===== config.mk =====
export PLATFORM = sky130hd
export DESIGN_NAME = ps2_scan_controller_flat
export DESIGN_NICKNAME = d
export VERILOG_FILES = /design/src/rtl/ps2_scan_controller_if.sv /design/src/rtl/ps2_scan_controller.sv /design/src/flat_wrapper.sv
export SDC_FILE = /design/constraint.sdc
export NUM_CORES = 1
export LEC_CHECK = 0
export ABC_AREA = 1
export CAP_MARGIN = 20
export CELL_PAD_IN_SITES_DETAIL_PLACEMENT = 0
export CELL_PAD_IN_SITES_GLOBAL_PLACEMENT = 1
export CORE_MARGIN = 2
export CORE_UTILIZATION = 30
export DETAILED_ROUTE_END_ITERATION = 10
export PLACE_DENSITY = 0.69
export SLEW_MARGIN = 0
export SYNTH_ARGS = -nofsm -noshare
export SYNTH_HDL_FRONTEND = slang
export SYNTH_SLANG_ARGS = --single-unit

===== constraint.sdc =====
create_clock -name clk_nexys -period 1.5 [get_ports clk_nexys]
set_input_delay 0.15 -clock clk_nexys [delete_from_list [all_inputs] [get_ports clk_nexys]]
set_output_delay 0.15 -clock clk_nexys [all_outputs]
set_load 0.02 [all_outputs]

===== src/rtl/ps2_scan_controller_if.sv =====
// ---------------------------------------------------------------------------
// ps2_scan_controller_if
// Bundles the byte-input side and the event-output side of the PS/2 scan
// controller.
//   rx_done_tick : one-cycle strobe, dato holds a freshly received byte
//   dato         : received byte
//   rd_en        : consumer pops the head event
//   ev_valid     : event FIFO is non-empty
//   ev_code      : head event scan code
//   ev_ext       : head event carried the E0 prefix
//   ev_break     : head event is a key release
//   seq_err      : one-cycle pulse on protocol error or watchdog abort
//   overflow     : sticky, an event was dropped on a full FIFO
//   shift_held   : a shift key (left or right) is currently pressed
// The master modport is the producer/consumer side, the slave modport is
// the controller itself.
// ---------------------------------------------------------------------------
interface ps2_scan_controller_if;
  logic       rx_done_tick;
  logic [7:0] dato;
  logic       rd_en;
  logic       ev_valid;
  logic [7:0] ev_code;
  logic       ev_ext;
  logic       ev_break;
  logic       seq_err;
  logic       overflow;
  logic       shift_held;

  modport master (
    output rx_done_tick, dato, rd_en,
    input  ev_valid, ev_code, ev_ext, ev_break, seq_err, overflow, shift_held
  );

  modport slave (
    input  rx_done_tick, dato, rd_en,
    output ev_valid, ev_code, ev_ext, ev_break, seq_err, overflow, shift_held
  );
endinterface


===== src/rtl/ps2_scan_controller.sv =====
// ---------------------------------------------------------------------------
// ps2_scan_controller
// Turns the PS/2 scan-code set 2 byte stream into key events. E0 (extended)
// and F0 (break) prefixes are folded into each event, completed events are
// queued in a first-word-fall-through FIFO, shift-key state is tracked, and a
// watchdog abandons a prefix sequence that stalls.
// Ports:
//   clk_nexys : system clock
//   reset     : synchronous, active-low reset
//   bus       : ps2_scan_controller_if.slave (byte input, event output,
//               status flags)
// Parameters:
//   TIMEOUT_CYC : idle cycles before a partial prefix sequence is dropped
//   FIFO_DEPTH  : event FIFO entries, power of two, >= 2
// ---------------------------------------------------------------------------
module ps2_scan_controller #(
  parameter int TIMEOUT_CYC = 1_000_000,
  parameter int FIFO_DEPTH  = 4
) (
  input  logic                   clk_nexys,
  input  logic                   reset,
  ps2_scan_controller_if.slave   bus
);

  localparam int AW   = $clog2(FIFO_DEPTH);
  localparam int PW   = AW + 1;
  localparam int WD_W = (TIMEOUT_CYC > 1) ? $clog2(TIMEOUT_CYC) : 1;
  localparam logic [WD_W-1:0] WD_LAST = WD_W'(TIMEOUT_CYC - 1);

  localparam logic [7:0] BYTE_E0     = 8'hE0;
  localparam logic [7:0] BYTE_F0     = 8'hF0;
  localparam logic [7:0] CODE_LSHIFT = 8'h12;
  localparam logic [7:0] CODE_RSHIFT = 8'h59;

  typedef enum logic [1:0] {
    ST_IDLE     = 2'd0,
    ST_PRE_E0   = 2'd1,
    ST_PRE_F0   = 2'd2,
    ST_PRE_E0F0 = 2'd3
  } state_t;

  // Keyboard replies (BAT ok, ack, resend) and error/overrun codes carry no
  // key information and are dropped when no prefix is pending.
  function automatic logic is_discard(input logic [7:0] b);
    case (b)
      8'hAA, 8'hFA, 8'hFE, 8'h00, 8'hFF: is_discard = 1'b1;
      default:                           is_discard = 1'b0;
    endcase
  endfunction

  state_t            state_r;
  logic [WD_W-1:0]   wd_r;
  logic              push_req_r;
  logic [9:0]        push_data_r;
  logic              seq_err_r;
  logic              shift_l_r;
  logic              shift_r_r;
  logic              overflow_r;
  logic [PW-1:0]     wr_ptr_r;
  logic [PW-1:0]     rd_ptr_r;
  logic [9:0]        mem_r [FIFO_DEPTH];

  state_t            dec_next_s;
  logic              dec_emit_s;
  logic              dec_ext_s;
  logic              dec_brk_s;
  logic              dec_err_s;
  logic              empty_s;
  logic              full_s;
  logic              pop_s;
  logic              wr_s;
  logic [9:0]        head_s;

  // Next-state decode of the byte on dato, as if a byte were present.
  always_comb begin
    dec_next_s = state_r;
    dec_emit_s = 1'b0;
    dec_ext_s  = 1'b0;
    dec_brk_s  = 1'b0;
    dec_err_s  = 1'b0;
    case (state_r)
      ST_IDLE: begin
        if (bus.dato == BYTE_E0) begin
          dec_next_s = ST_PRE_E0;
        end else if (bus.dato == BYTE_F0) begin
          dec_next_s = ST_PRE_F0;
        end else if (is_discard(bus.dato)) begin
          dec_next_s = ST_IDLE;
        end else begin
          dec_emit_s = 1'b1;
          dec_next_s = ST_IDLE;
        end
      end
      ST_PRE_E0: begin
        if (bus.dato == BYTE_F0) begin
          dec_next_s = ST_PRE_E0F0;
        end else if (bus.dato == BYTE_E0) begin
          // Repeated E0 keeps the extended prefix pending.
          dec_next_s = ST_PRE_E0;
        end else begin
          dec_emit_s = 1'b1;
          dec_ext_s  = 1'b1;
          dec_next_s = ST_IDLE;
        end
      end
      ST_PRE_F0: begin
        if ((bus.dato == BYTE_E0) || (bus.dato == BYTE_F0)) begin
          dec_err_s  = 1'b1;
          dec_next_s = ST_IDLE;
        end else begin
          dec_emit_s = 1'b1;
          dec_brk_s  = 1'b1;
          dec_next_s = ST_IDLE;
        end
      end
      ST_PRE_E0F0: begin
        if ((bus.dato == BYTE_E0) || (bus.dato == BYTE_F0)) begin
          dec_err_s  = 1'b1;
          dec_next_s = ST_IDLE;
        end else begin
          dec_emit_s = 1'b1;
          dec_ext_s  = 1'b1;
          dec_brk_s  = 1'b1;
          dec_next_s = ST_IDLE;
        end
      end
      default: begin
        dec_next_s = ST_IDLE;
      end
    endcase
  end

  // Decoder FSM, watchdog, shift tracking and the registered push request.
  always_ff @(posedge clk_nexys) begin
    if (!reset) begin
      state_r     <= ST_IDLE;
      wd_r        <= '0;
      push_req_r  <= 1'b0;
      push_data_r <= 10'd0;
      seq_err_r   <= 1'b0;
      shift_l_r   <= 1'b0;
      shift_r_r   <= 1'b0;
    end else begin
      push_req_r <= 1'b0;
      seq_err_r  <= 1'b0;
      if (bus.rx_done_tick) begin
        // A byte always wins over a coincident timeout.
        wd_r        <= '0;
        state_r     <= dec_next_s;
        seq_err_r   <= dec_err_s;
        push_req_r  <= dec_emit_s;
        push_data_r <= {dec_ext_s, dec_brk_s, bus.dato};
        // Shift state follows decoded events even if the FIFO drops them.
        if (dec_emit_s && !dec_ext_s) begin
          if (bus.dato == CODE_LSHIFT) begin
            shift_l_r <= !dec_brk_s;
          end else if (bus.dato == CODE_RSHIFT) begin
            shift_r_r <= !dec_brk_s;
          end else begin
            shift_l_r <= shift_l_r;
          end
        end else begin
          shift_l_r <= shift_l_r;
        end
      end else if (state_r == ST_IDLE) begin
        wd_r <= '0;
      end else if (wd_r == WD_LAST) begin
        wd_r      <= '0;
        state_r   <= ST_IDLE;
        seq_err_r <= 1'b1;
      end else begin
        wd_r <= wd_r + WD_W'(1'b1);
      end
    end
  end

  // Pointers carry one extra wrap bit so full and empty are distinguishable.
  assign empty_s = (wr_ptr_r == rd_ptr_r);
  assign full_s  = ((wr_ptr_r ^ rd_ptr_r) == {1'b1, {AW{1'b0}}});
  assign pop_s   = bus.rd_en && !empty_s;
  // A pop in the same cycle frees the slot a full FIFO needs for the push.
  assign wr_s    = push_req_r && (!full_s || pop_s);
  assign head_s  = mem_r[rd_ptr_r[AW-1:0]];

  // FIFO pointers and the sticky overflow flag.
  always_ff @(posedge clk_nexys) begin
    if (!reset) begin
      wr_ptr_r   <= '0;
      rd_ptr_r   <= '0;
      overflow_r <= 1'b0;
    end else begin
      if (wr_s) begin
        wr_ptr_r <= wr_ptr_r + PW'(1'b1);
      end else begin
        wr_ptr_r <= wr_ptr_r;
      end
      if (pop_s) begin
        rd_ptr_r <= rd_ptr_r + PW'(1'b1);
      end else begin
        rd_ptr_r <= rd_ptr_r;
      end
      if (push_req_r && !wr_s) begin
        overflow_r <= 1'b1;
      end else begin
        overflow_r <= overflow_r;
      end
    end
  end

  // FIFO storage; contents are don't-care until a pointer covers them.
  always_ff @(posedge clk_nexys) begin
    if (wr_s) begin
      mem_r[wr_ptr_r[AW-1:0]] <= push_data_r;
    end else begin
      mem_r[wr_ptr_r[AW-1:0]] <= mem_r[wr_ptr_r[AW-1:0]];
    end
  end

  assign bus.ev_valid   = !empty_s;
  assign bus.ev_ext     = head_s[9];
  assign bus.ev_break   = head_s[8];
  assign bus.ev_code    = head_s[7:0];
  assign bus.seq_err    = seq_err_r;
  assign bus.overflow   = overflow_r;
  assign bus.shift_held = shift_l_r | shift_r_r;

endmodule


===== src/flat_wrapper.sv =====
// flat-port wrapper written by rule: the top's interface ports become plain ports
module ps2_scan_controller_flat 
#(
  parameter int TIMEOUT_CYC = 1_000_000,
  parameter int FIFO_DEPTH  = 4
)
  (clk_nexys, reset, bus_rx_done_tick, bus_dato, bus_rd_en, bus_ev_valid, bus_ev_code, bus_ev_ext, bus_ev_break, bus_seq_err, bus_overflow, bus_shift_held);
  ps2_scan_controller_if bus_i ();
  input  logic clk_nexys;
  input  logic reset;
  input wire logic [$bits(bus_i.rx_done_tick)-1:0] bus_rx_done_tick;
  input wire logic [$bits(bus_i.dato)-1:0] bus_dato;
  input wire logic [$bits(bus_i.rd_en)-1:0] bus_rd_en;
  output wire logic [$bits(bus_i.ev_valid)-1:0] bus_ev_valid;
  output wire logic [$bits(bus_i.ev_code)-1:0] bus_ev_code;
  output wire logic [$bits(bus_i.ev_ext)-1:0] bus_ev_ext;
  output wire logic [$bits(bus_i.ev_break)-1:0] bus_ev_break;
  output wire logic [$bits(bus_i.seq_err)-1:0] bus_seq_err;
  output wire logic [$bits(bus_i.overflow)-1:0] bus_overflow;
  output wire logic [$bits(bus_i.shift_held)-1:0] bus_shift_held;
  assign bus_i.rx_done_tick = bus_rx_done_tick;
  assign bus_i.dato = bus_dato;
  assign bus_i.rd_en = bus_rd_en;
  assign bus_ev_valid = bus_i.ev_valid;
  assign bus_ev_code = bus_i.ev_code;
  assign bus_ev_ext = bus_i.ev_ext;
  assign bus_ev_break = bus_i.ev_break;
  assign bus_seq_err = bus_i.seq_err;
  assign bus_overflow = bus_i.overflow;
  assign bus_shift_held = bus_i.shift_held;
  ps2_scan_controller #(.TIMEOUT_CYC(TIMEOUT_CYC), .FIFO_DEPTH(FIFO_DEPTH)) u_core (.clk_nexys(clk_nexys), .reset(reset), .bus(bus_i));
endmodule

==> flow_summary.yaml, run 1 <==
run_status:
  outcome: "finished clean"
grt:
  track_usage: 0.1331
  grt_overflow: 0
  grt_pass1_vias: 2894
  grt_pass1_wl_um: 13650
  antenna_found_initial: 0
  grt_max_degree: 21
layout:
  diodes: 0
  layout.cells.non_filler: 659
  fillCellCount: 1188
  areaGrowthSynthToFinish_pct: 37.94
  layout-drive-gt1-share: 0.2969
  finalNetCount: 525
  stdcell_area_sq_um: 5086
synth:
  yosysMostFrequentCell: "nand2_1"
  syn_area_per_cell_sq_um: 8.950
  synth_edf_count: 40
  ys_types: 29
  ys_ff_latch: 85
  yosysTopAreaCell: "edfxtp_1"
  synthTopCellsByArea: "edfxtp_1 (33%), dfxtp_1 (24%), nand2_1 (7.6%)"
  syn_area_sq_um: 3687
  synth-main-ff-cell: "dfxtp_1"
  netlist_top_cells_count: "nand2_1 (75), nor2_1 (66), dfxtp_1 (45)"
  synth-seq-area-share: 0.5701
  synthArstFlopShare: 0
  synthCells: 412
  synth_top_area_share: 0.3258
  syn_nets: 430
  synth_warnings: 0
power_and_ir_drop:
  p_int_uw: 4348
  switching_share: 0.2467
  p_switching_uw: 1424
  cellPowerDensity_nw_per_um2: 1135
  seqPwrFrac: 0.442
  combinationalPowerShare: 0.145
  p_leak_uw: 0.001962
  peakVddDrop_mv: 0.4562
  pwr-share-clk: 0.413
sta:
  worst_slew_pin_slew_ns: 0.3100
  period_share: 0.9973
  finalSetupViolCount: 0
  clock_skew_ns: 0.01042
  slew_violations: 0
  max_freq_mhz: 668.5
  rsz0062_at_grt: "true"
  finalCriticalPeriod_ns: 1.496
  slew_headroom: 0.7914
  hold_viol_final: 0
detailed_routing:
  drt_first_iter_violations: 148
  vias: 3012
  post_drt_wl_per_cell_um: 13.04
  ant_nets: 0
  drt_pass1_iterations: 4
  wl_um: 8591
  routed_via_density: 4.571
  drc: 0
worst_setup_path:
  max_stage_delay_ns: 0.35
  cp.arrival_ns: 1.73
  path_cells: "ha_4, inv_2, nor3_4, nand4_1, nand3b_1, clkbuf_16, nor2_1"
  cp_max_fo: 5
  slowest_stage: "dfxtp_2"
  path_class: "flop to flop"
  start_kind: "flop"
  crit_required_ns: 1.73
  end_kind: "flop"
die:
  die_x_um: 114.9
  dieArea_sq_um: 13190
  start_util: 0.3070
  io_pins: 26
  core-area_sq_um: 12010
  rows: 40
  die-height_um: 114.9
run:
  drv_cap: 0
clock_network:
  clk_pin_slew_ns: 0.07
  cts-htree-levels: 3
  cts_tree: "built"
  clock-sinks: 85
  clock_latency_ns: 0.34
  cts_made_buffers: 9
  root_buffer: "clkbuf_16"
  cts_buffer_depth: 2
min_path:
  hp-class: "flop to flop"
place:
  hpwl_um: 6133
  portBuffers: 25
  postPlaceCellArea_sq_um: 4517
  dp_cells: 630
  gp_congestion: 0.8120
worst paths after layout:
kind | from | endpoint | slack (ns) | cells after the start
max | u_core.wd_r[1] | u_core.wd_r[14] | 0.004 | 7
min | u_core.bus.overflow | u_core.bus.overflow | 0.45 | 2
max reg2reg | u_core.wd_r[1] | u_core.wd_r[14] | 0.004 | 7
min reg2reg | u_core.bus.overflow | u_core.bus.overflow | 0.45 | 2
metal layers:
layer  up-vias  GRT usage  share of wire
li1       1576          -              -
met1      1388     0.1536           0.45
met2        38     0.2353           0.50
met3        10    0.04428          0.035
met4         0    0.03855          0.011
met5         -          0              0
critical path: cells and delay by family, from the launching register on:
kind | cells | cell delay, ns
adder cells (fa/ha/maj) | 1 | 0.14
buffers and inverters | 2 | 0.26
flip-flops | 1 | 0.35
AND/OR/NAND/NOR | 4 | 0.63
power by group through the flow:
| stage | sequential (uW) | combinational [uW] | clock (uW) |
|---|---|---|---|
| global placement | 2590 | 770 | 0 |
| CTS | 2550 | 734 | 2440 |
| global route | 2560 | 907 | 2540 |
| finish | 2550 | 835 | 2390 |
| floorplan | 2570 | 383 | 0 |
| detailed placement | 2590 | 779 | 0 |
kinds of logic (layout without fill, tap and decap cells):
group | after synthesis | count (layout) | synth area share
compound gates | 67 | 67 | 0.09739
xor+xnor | 7 | 7 | 0.01663
fa+ha+maj | 6 | 6 | 0.02036
buf+inv | 53 | 153 | 0.05599
flops | 85 | 85 | 0.5701
simple gates | 194 | 194 | 0.2396
layout make-up:
type | instances | area (sq um) | share of cell area
sequential | 85 | 2128 | 0.4184
clock buffer | 10 | 229.0 | 0.04502
multi-input combinational | 274 | 1476 | 0.2903
clock inverter | 6 | 93.84 | 0.01845
inverter | 45 | 173.9 | 0.03419
timing repair buffer | 92 | 800.8 | 0.1574
tap | 147 | 183.9 | 0.03616
registers in the layout, summed over array words and instances (netlist names), 2 cells and up, named ones only:
signal              count
u_core.rd_ptr_r         3
u_core.mem_r           40
u_core.wd_r            20
u_core.push_data_r     10
u_core.wr_ptr_r         3
u_core.state_r          2
metrics by stage:
step | TNS (ns) | util | hold WS, ns | setup WS (ns) | power [uW]
after floorplan | -3.668 | - | 0.2799 | -0.1223 | 2953
after global placement | -2.723 | 0.3760 | 0.4486 | -0.1570 | 3360
after detailed placement | -3.133 | 0.3760 | 0.4448 | -0.1802 | 3371
after CTS | -0.009702 | 0.4008 | 0.4548 | -0.006573 | 5725
after global routing | -1.316 | 0.4234 | 0.4905 | -0.09495 | 6010
final | 0 | 0.4234 | 0.4530 | 0.004075 | 5773
repair_timing:
| action | 4_1_cts | 5_1_grt |
|---|---|---|
| buffers inserted | 0 | 8 |
| cloned | 0 | 5 |
| hold buffers | 0 | 0 |
| pin swaps | 3 | 11 |
| gates resized for setup | 63 | 62 |
| setup endpoints to repair | 13 | 62 |
placed cells by master (no fill, tap or decap), drive strengths merged, types with 4 or more instances in the layout:
master and instances:
dfxtp 45, buf 77, edfxtp 40, nor3 13, o21ai 33, clkdlybuf4s50 13
or2 4, a21oi 22, clkbuf 11, ha 6, nand4 13, nor2 67
inv 47, nand2 76, nand3 15, o22ai 10, xor2 5
(Power assumes the default switching activity.)
==> run 2, diff against run 1 <==
--- a/config.mk
+++ b/config.mk
@@ -13,4 +13,5 @@
 export CORE_UTILIZATION = 30
 export DETAILED_ROUTE_END_ITERATION = 10
+export MAX_ROUTING_LAYER = met4
 export PLACE_DENSITY = 0.69
 export SLEW_MARGIN = 0
==> constraint.sdc (replaced) <==
create_clock -name clk_nexys -period 1.5 [get_ports clk_nexys]
set_input_delay 0.15 -clock clk_nexys [delete_from_list [all_inputs] [get_ports clk_nexys]]
set_output_delay 0.15 -clock clk_nexys [all_outputs]
set_load 0.05 [all_outputs]
==> flow_summary.yaml, run 2 (synthesized netlist as in run 1, its figures left out) <==
run_status:
  outcome: "finished clean"
min_path:
  min_from: "u_core.bus.overflow"
  hp-class: "flop to flop"
  hold_end: "u_core.bus.overflow"
  timing.hold.worst_path_depth: 2
run:
  drv_cap: 0
detailed_routing:
  wl_um: 8334
  vias: 3003
  ant_nets: 0
  post_drt_wl_per_cell_um: 12.98
  drt_pass1_iterations: 4
  drt_first_iter_violations: 137
  routed_via_density: 4.678
  drc: 0
place:
  hpwl_um: 6035
  portBuffers: 25
  gp_congestion: 0.8170
worst_setup_path:
  cp_max_fo: 5
  cp.arrival_ns: 1.35
  path_class: "flop to output pin"
  r2r-end: "u_core.wd_r[13]"
  crit_required_ns: 1.35
  start_kind: "flop"
  r2r-start: "u_core.wd_r[0]"
  rrSetupSlack_ns: 0.02
  end_kind: "output pin"
  r2r_cells: 7
sta:
  hold_viol_final: 0
  finalSetupViolCount: 0
  worst_slew_pin_slew_ns: 0.3227
  hold-worst-slack_ns: 0.4519
  slew_violations: 0
  slew_headroom: 0.7829
  period_share: 0.9990
  max_freq_mhz: 667.3
  rsz0062_at_grt: "true"
  finalSetupTns_ns: 0
  finalCriticalPeriod_ns: 1.499
  clock_skew_ns: 0.006677
die:
  rows: 40
  core-area_sq_um: 12010
  die_x_um: 114.9
  dieArea_sq_um: 13190
  start_util: 0.3070
  die-height_um: 114.9
  io_pins: 26
clock_network:
  cts_tree: "built"
  cts_buffer_depth: 2
  root_buffer: "clkbuf_16"
  cts_made_buffers: 9
  clock_latency_ns: 0.33
  cts-htree-levels: 3
  clock-sinks: 85
  clk_pin_slew_ns: 0.06
grt:
  track_usage: 0.1403
  grt_overflow: 0
  antenna_found_initial: 0
  grt_pass1_wl_um: 14160
  grt_pass1_vias: 3034
  grt_max_degree: 21
power_and_ir_drop:
  p_leak_uw: 0.001904
  peakVddDrop_mv: 0.4404
  cellPowerDensity_nw_per_um2: 1181
layout:
  mostFrequentLayoutCells: "nand2_1 (71), nor2_1 (60), buf_4 (45)"
  fin_util: 0.4188
  layout-drive-gt1-share: 0.3010
  finalNetCount: 508
  areaGrowthSynthToFinish_pct: 36.41
  layout_commonest_cell: "nand2_1"
  largest_register_ffs: 40
  diodes: 0
-- run 2: changes by cell type in the layout (fill, tap and decap cells not counted), sizes merged --
cell,before,now
inv,47,48
clkdlybuf4s50,13,11
bufinv,2,1
dlygate4sd2,1,0
clkbuf,11,9
clkinv,1,2
buf,77,64
-- run 2: area by class of cell --
cell class | count | area (sq um)
clock buffer | 9 | 225.2
clock inverter | 7 | 80.08
fill | 1186 | 6982
inverter | 45 | 176.4
multi-input combinational | 274 | 1536
sequential | 85 | 2123
tap | 147 | 183.9
timing repair buffer | 75 | 704.4
-- run 2: how the worst max path moves through the flow --
stage                             from                 end  cells past startpoint
finish                            flop          bus_ev_ext                      4
detailed placement         bus_dato[3]    u_core.shift_r_r                      9
global route            u_core.wd_r[0]     u_core.wd_r[11]                      7
floorplan           u_core.wr_ptr_r[0]  u_core.mem_r[0][0]                      6
global placement           bus_dato[2]    u_core.shift_r_r                      9
CTS                               flop      bus_ev_code[5]                      4
-- run 2: timing repair --
action	CTS	global route
resized for setup	31	50
endpoints found under the hold margin	0	0
endpoints found under the setup margin	34	65
gates cloned	1	0
pin swaps	4	10
hold buffers	0	0
buffers inserted	0	4
-- run 2: power breakdown --
part / internal [uW] / total [uW] / switching, uW
clock: 1310 / 2250 / 941
sequential: 2500 / 2550 / 56.3
combinational: 459 / 1130 / 676
total: 4270 / 5940 / 1670
-- run 2: metal layers --
| layer | share of wire | GRT usage | up-vias |
|---|---|---|---|
| met5 | 0 | - | - |
| met4 | 0.012 | 0.04498 | 0 |
| met3 | 0.020 | 0.02372 | 9 |
| met2 | 0.53 | 0.2545 | 29 |
| met1 | 0.44 | 0.1564 | 1414 |
| li1 | - | - | 1551 |
-- run 2: per-stage QoR --
step	total power, uW	worst slack (ns)	std cells	instance area [sq um]
3_5_place_dp	3551	-0.09294	621	4477
4_1_cts	5929	-0.02130	638	4868
3_3_place_gp	3536	-0.09475	621	4477
5_1_grt	6183	-0.05817	642	5030
2_1_floorplan	3194	-0.1223	412	3752
6_report	5941	0.001475	642	5030
-- run 2: critical path, stage by stage (launching register included) --
cell and delay [ns]:
dfxtp_4 0.38, buf_4 0.14, o21ai_1 0.08, o22ai_2 0.22, buf_6 0.19
==> run 3, diff against run 2 <==
- ABC_AREA: 1 -> not set
- PLACE_DENSITY: 0.69 -> 0.66
==> flow_summary.yaml, run 3 <==
synth:
  synth_warnings: 0
  yosysMostFrequentCell: "dfxtp_1"
  synthTopCellsByArea: "edfxtp_1 (34%), dfxtp_1 (25%), mux4_2 (6.3%)"
  synth-main-ff-cell: "dfxtp_1"
  synth-seq-area-share: 0.5895
  syn_nets: 310
  yosysTopAreaCell: "edfxtp_1"
  netlist_top_cells_count: "dfxtp_1 (45), edfxtp_1 (40), nor2_1 (25)"
  synth_edf_count: 40
  syn_area_sq_um: 3566
  synthCells: 292
  ys_types: 40
  syn_area_per_cell_sq_um: 12.21
  synth_top_area_share: 0.3368
  synthArstFlopShare: 0
  ys_ff_latch: 85
grt:
  grt_overflow: 0
  busiest_layer: "met2"
  track_usage: 0.1315
  grt_use_met3: 0.04178
  use_met2: 0.2303
  gr-usage-met1: 0.1441
  antenna_found_initial: 0
  grt_pass1_wl_um: 12770
  grt_max_degree: 19
  grt_pass1_vias: 2617
min_path:
  hp-class: "primary input to flop"
sta:
  setup_ws_ns: -0.2199
  period_share: 1.147
  slew_violations: 0
  rsz0062_at_grt: "true"
  finalSetupViolCount: 72
  max_freq_mhz: 581.4
  worst_slew_pin_slew_ns: 0.4232
  hold_viol_final: 0
  finalSetupTns_ns: -6.754
  slew_headroom: 0.7134
  finalCriticalPeriod_ns: 1.720
  clock_skew_ns: 0.006133
power_and_ir_drop:
  peakVddDrop_mv: 0.5743
  p_leak_uw: 0.001956
  combinationalPowerShare: 0.159
  p_int_uw: 4105
  p_switching_uw: 1515
  pwr-share-clk: 0.392
  cellPowerDensity_nw_per_um2: 1075
  power_uw: 5620
  switching_share: 0.2696
  seqPwrFrac: 0.449
clock_network:
  cts_tree: "built"
  cts_buffer_depth: 2
  root_buffer: "clkbuf_16"
  cts_hold_buf: 0
  clk_pin_slew_ns: 0.07
  cts_made_buffers: 9
  clock-sinks: 85
  clock_latency_ns: 0.34
  cts-htree-levels: 3
detailed_routing:
  ant_nets: 0
  drt_pass1_iterations: 9
  vias: 2569
  post_drt_wl_per_cell_um: 14.25
  drc: 2
  wl_um: 7723
  routed_via_density: 4.740
  drt_first_iter_violations: 95
place:
  gp_congestion: 0.8144
  hpwl_um: 5359
  portBuffers: 25
die:
  die-height_um: 113.0
  dieArea_sq_um: 12770
  rows: 39
  die_x_um: 113.0
  core-area_sq_um: 11520
  io_pins: 26
  start_util: 0.3096
run_status:
  violations: "design-rule violations, negative setup slack"
  outcome: "finished with violations"
layout:
  layout_commonest_cell: "buf_4"
  diodes: 0
  mostFrequentLayoutCells: "buf_4 (66), edfxtp_1 (40), dfxtp_1 (26)"
  layout-drive-gt1-share: 0.4261
  areaGrowthSynthToFinish_pct: 46.56
  finalNetCount: 412
  largest_register_ffs: 40
worst_setup_path:
  start_kind: "flop"
  end_kind: "flop"
  cp.arrival_ns: 2.00
  cp_max_fo: 6
  crit_top_cell: "or4_4"
  path_class: "flop to flop"
  path_cells: "nand4_4, or4_4, or4_4, a21oi_2"
  max_stage_delay_ns: 0.60
  crit_required_ns: 1.78
  slowest_stage: "or4_4"
run:
  drv_cap: 0
-- run 3: changes by cell type after synthesis, sizes merged, moves of 11 or more --
cell / delta
nor2b: +14
nor3: -11
inv: -32
mux2i: +12
a21oi: -13
nand2: -65
nor2: -42
o21ai: -25
-- run 3: cell families (layout without fill, tap and decap cells) --
family	after synthesis	count (layout)	synth area share
flip-flops	85	85	0.5895
AO/OA/AOI/OAI	31	31	0.05579
AND/OR/NAND/NOR	106	106	0.1670
buffers and inverters	24	131	0.02561
adder cells (fa/ha/maj)	6	6	0.02105
XOR/XNOR	18	18	0.04421
multiplexers	22	22	0.09684
-- run 3: metrics by stage --
| stage | utilization | cells | hold WS, ns | instance area [sq um] | worst slack (ns) |
|---|---|---|---|---|---|
| floorplan | - | 292 | 0.3196 | 3682 | -0.1713 |
| global placement | 0.4018 | 516 | 0.4756 | 4627 | -0.4202 |
| detailed placement | 0.4018 | 516 | 0.4777 | 4627 | -0.4475 |
| CTS | 0.4394 | 535 | 0.4091 | 5060 | -0.2180 |
| global route | 0.4538 | 542 | 0.4463 | 5226 | -0.2530 |
| finish | 0.4538 | 542 | 0.4292 | 5226 | -0.2199 |
-- run 3: metal layers --
metal  vias to the layer above  share of wire
met5                         -              0
met4                         0          0.010
met3                         7          0.031
met2                        35           0.54
met1                      1241           0.42
li1                       1286              -
-- run 3: critical path, delay by kind of cell (launching register included) --
family          cells  cell delay [ns]
simple gates        3             1.16
compound gates      1             0.14
flops               1             0.36
-- run 3: power groups by stage --
stage / registers [uW] / clock network, uW / logic [uW]
after floorplan: 2560 / 0 / 479
after global placement: 2570 / 0 / 802
after detailed placement: 2570 / 0 / 804
after CTS: 2520 / 2270 / 874
after global routing: 2530 / 2360 / 947
final: 2530 / 2200 / 894
-- run 3: final timing paths --
check	from	endpoint	slack, ns	cells past startpoint
worst min-delay path	bus_dato[5]	u_core.push_data_r[5]	0.43	4
worst max register to register	u_core.wd_r[3]	u_core.wd_r[17]	-0.22	4
worst max-delay path	u_core.wd_r[3]	u_core.wd_r[17]	-0.22	4
worst min register to register	u_core.wd_r[19]	u_core.wd_r[19]	0.49	2
-- run 3: area by class of cell --
type / count / area, sq um
Clock inverter: 7 / 71.32
Clock buffer: 9 / 225.2
Inverter: 13 / 48.80
Timing Repair Buffer: 102 / 982.2
Fill cell: 1049 / 6290
Multi-Input combinational cell: 183 / 1587
Tap cell: 143 / 178.9
Sequential cell: 85 / 2133
-- run 3: timing repair --
item,in CTS,in global routing
resized for setup,35,17
setup buffers,3,8
pin swaps,7,13
gates cloned,0,2
endpoints found under the setup margin,37,77
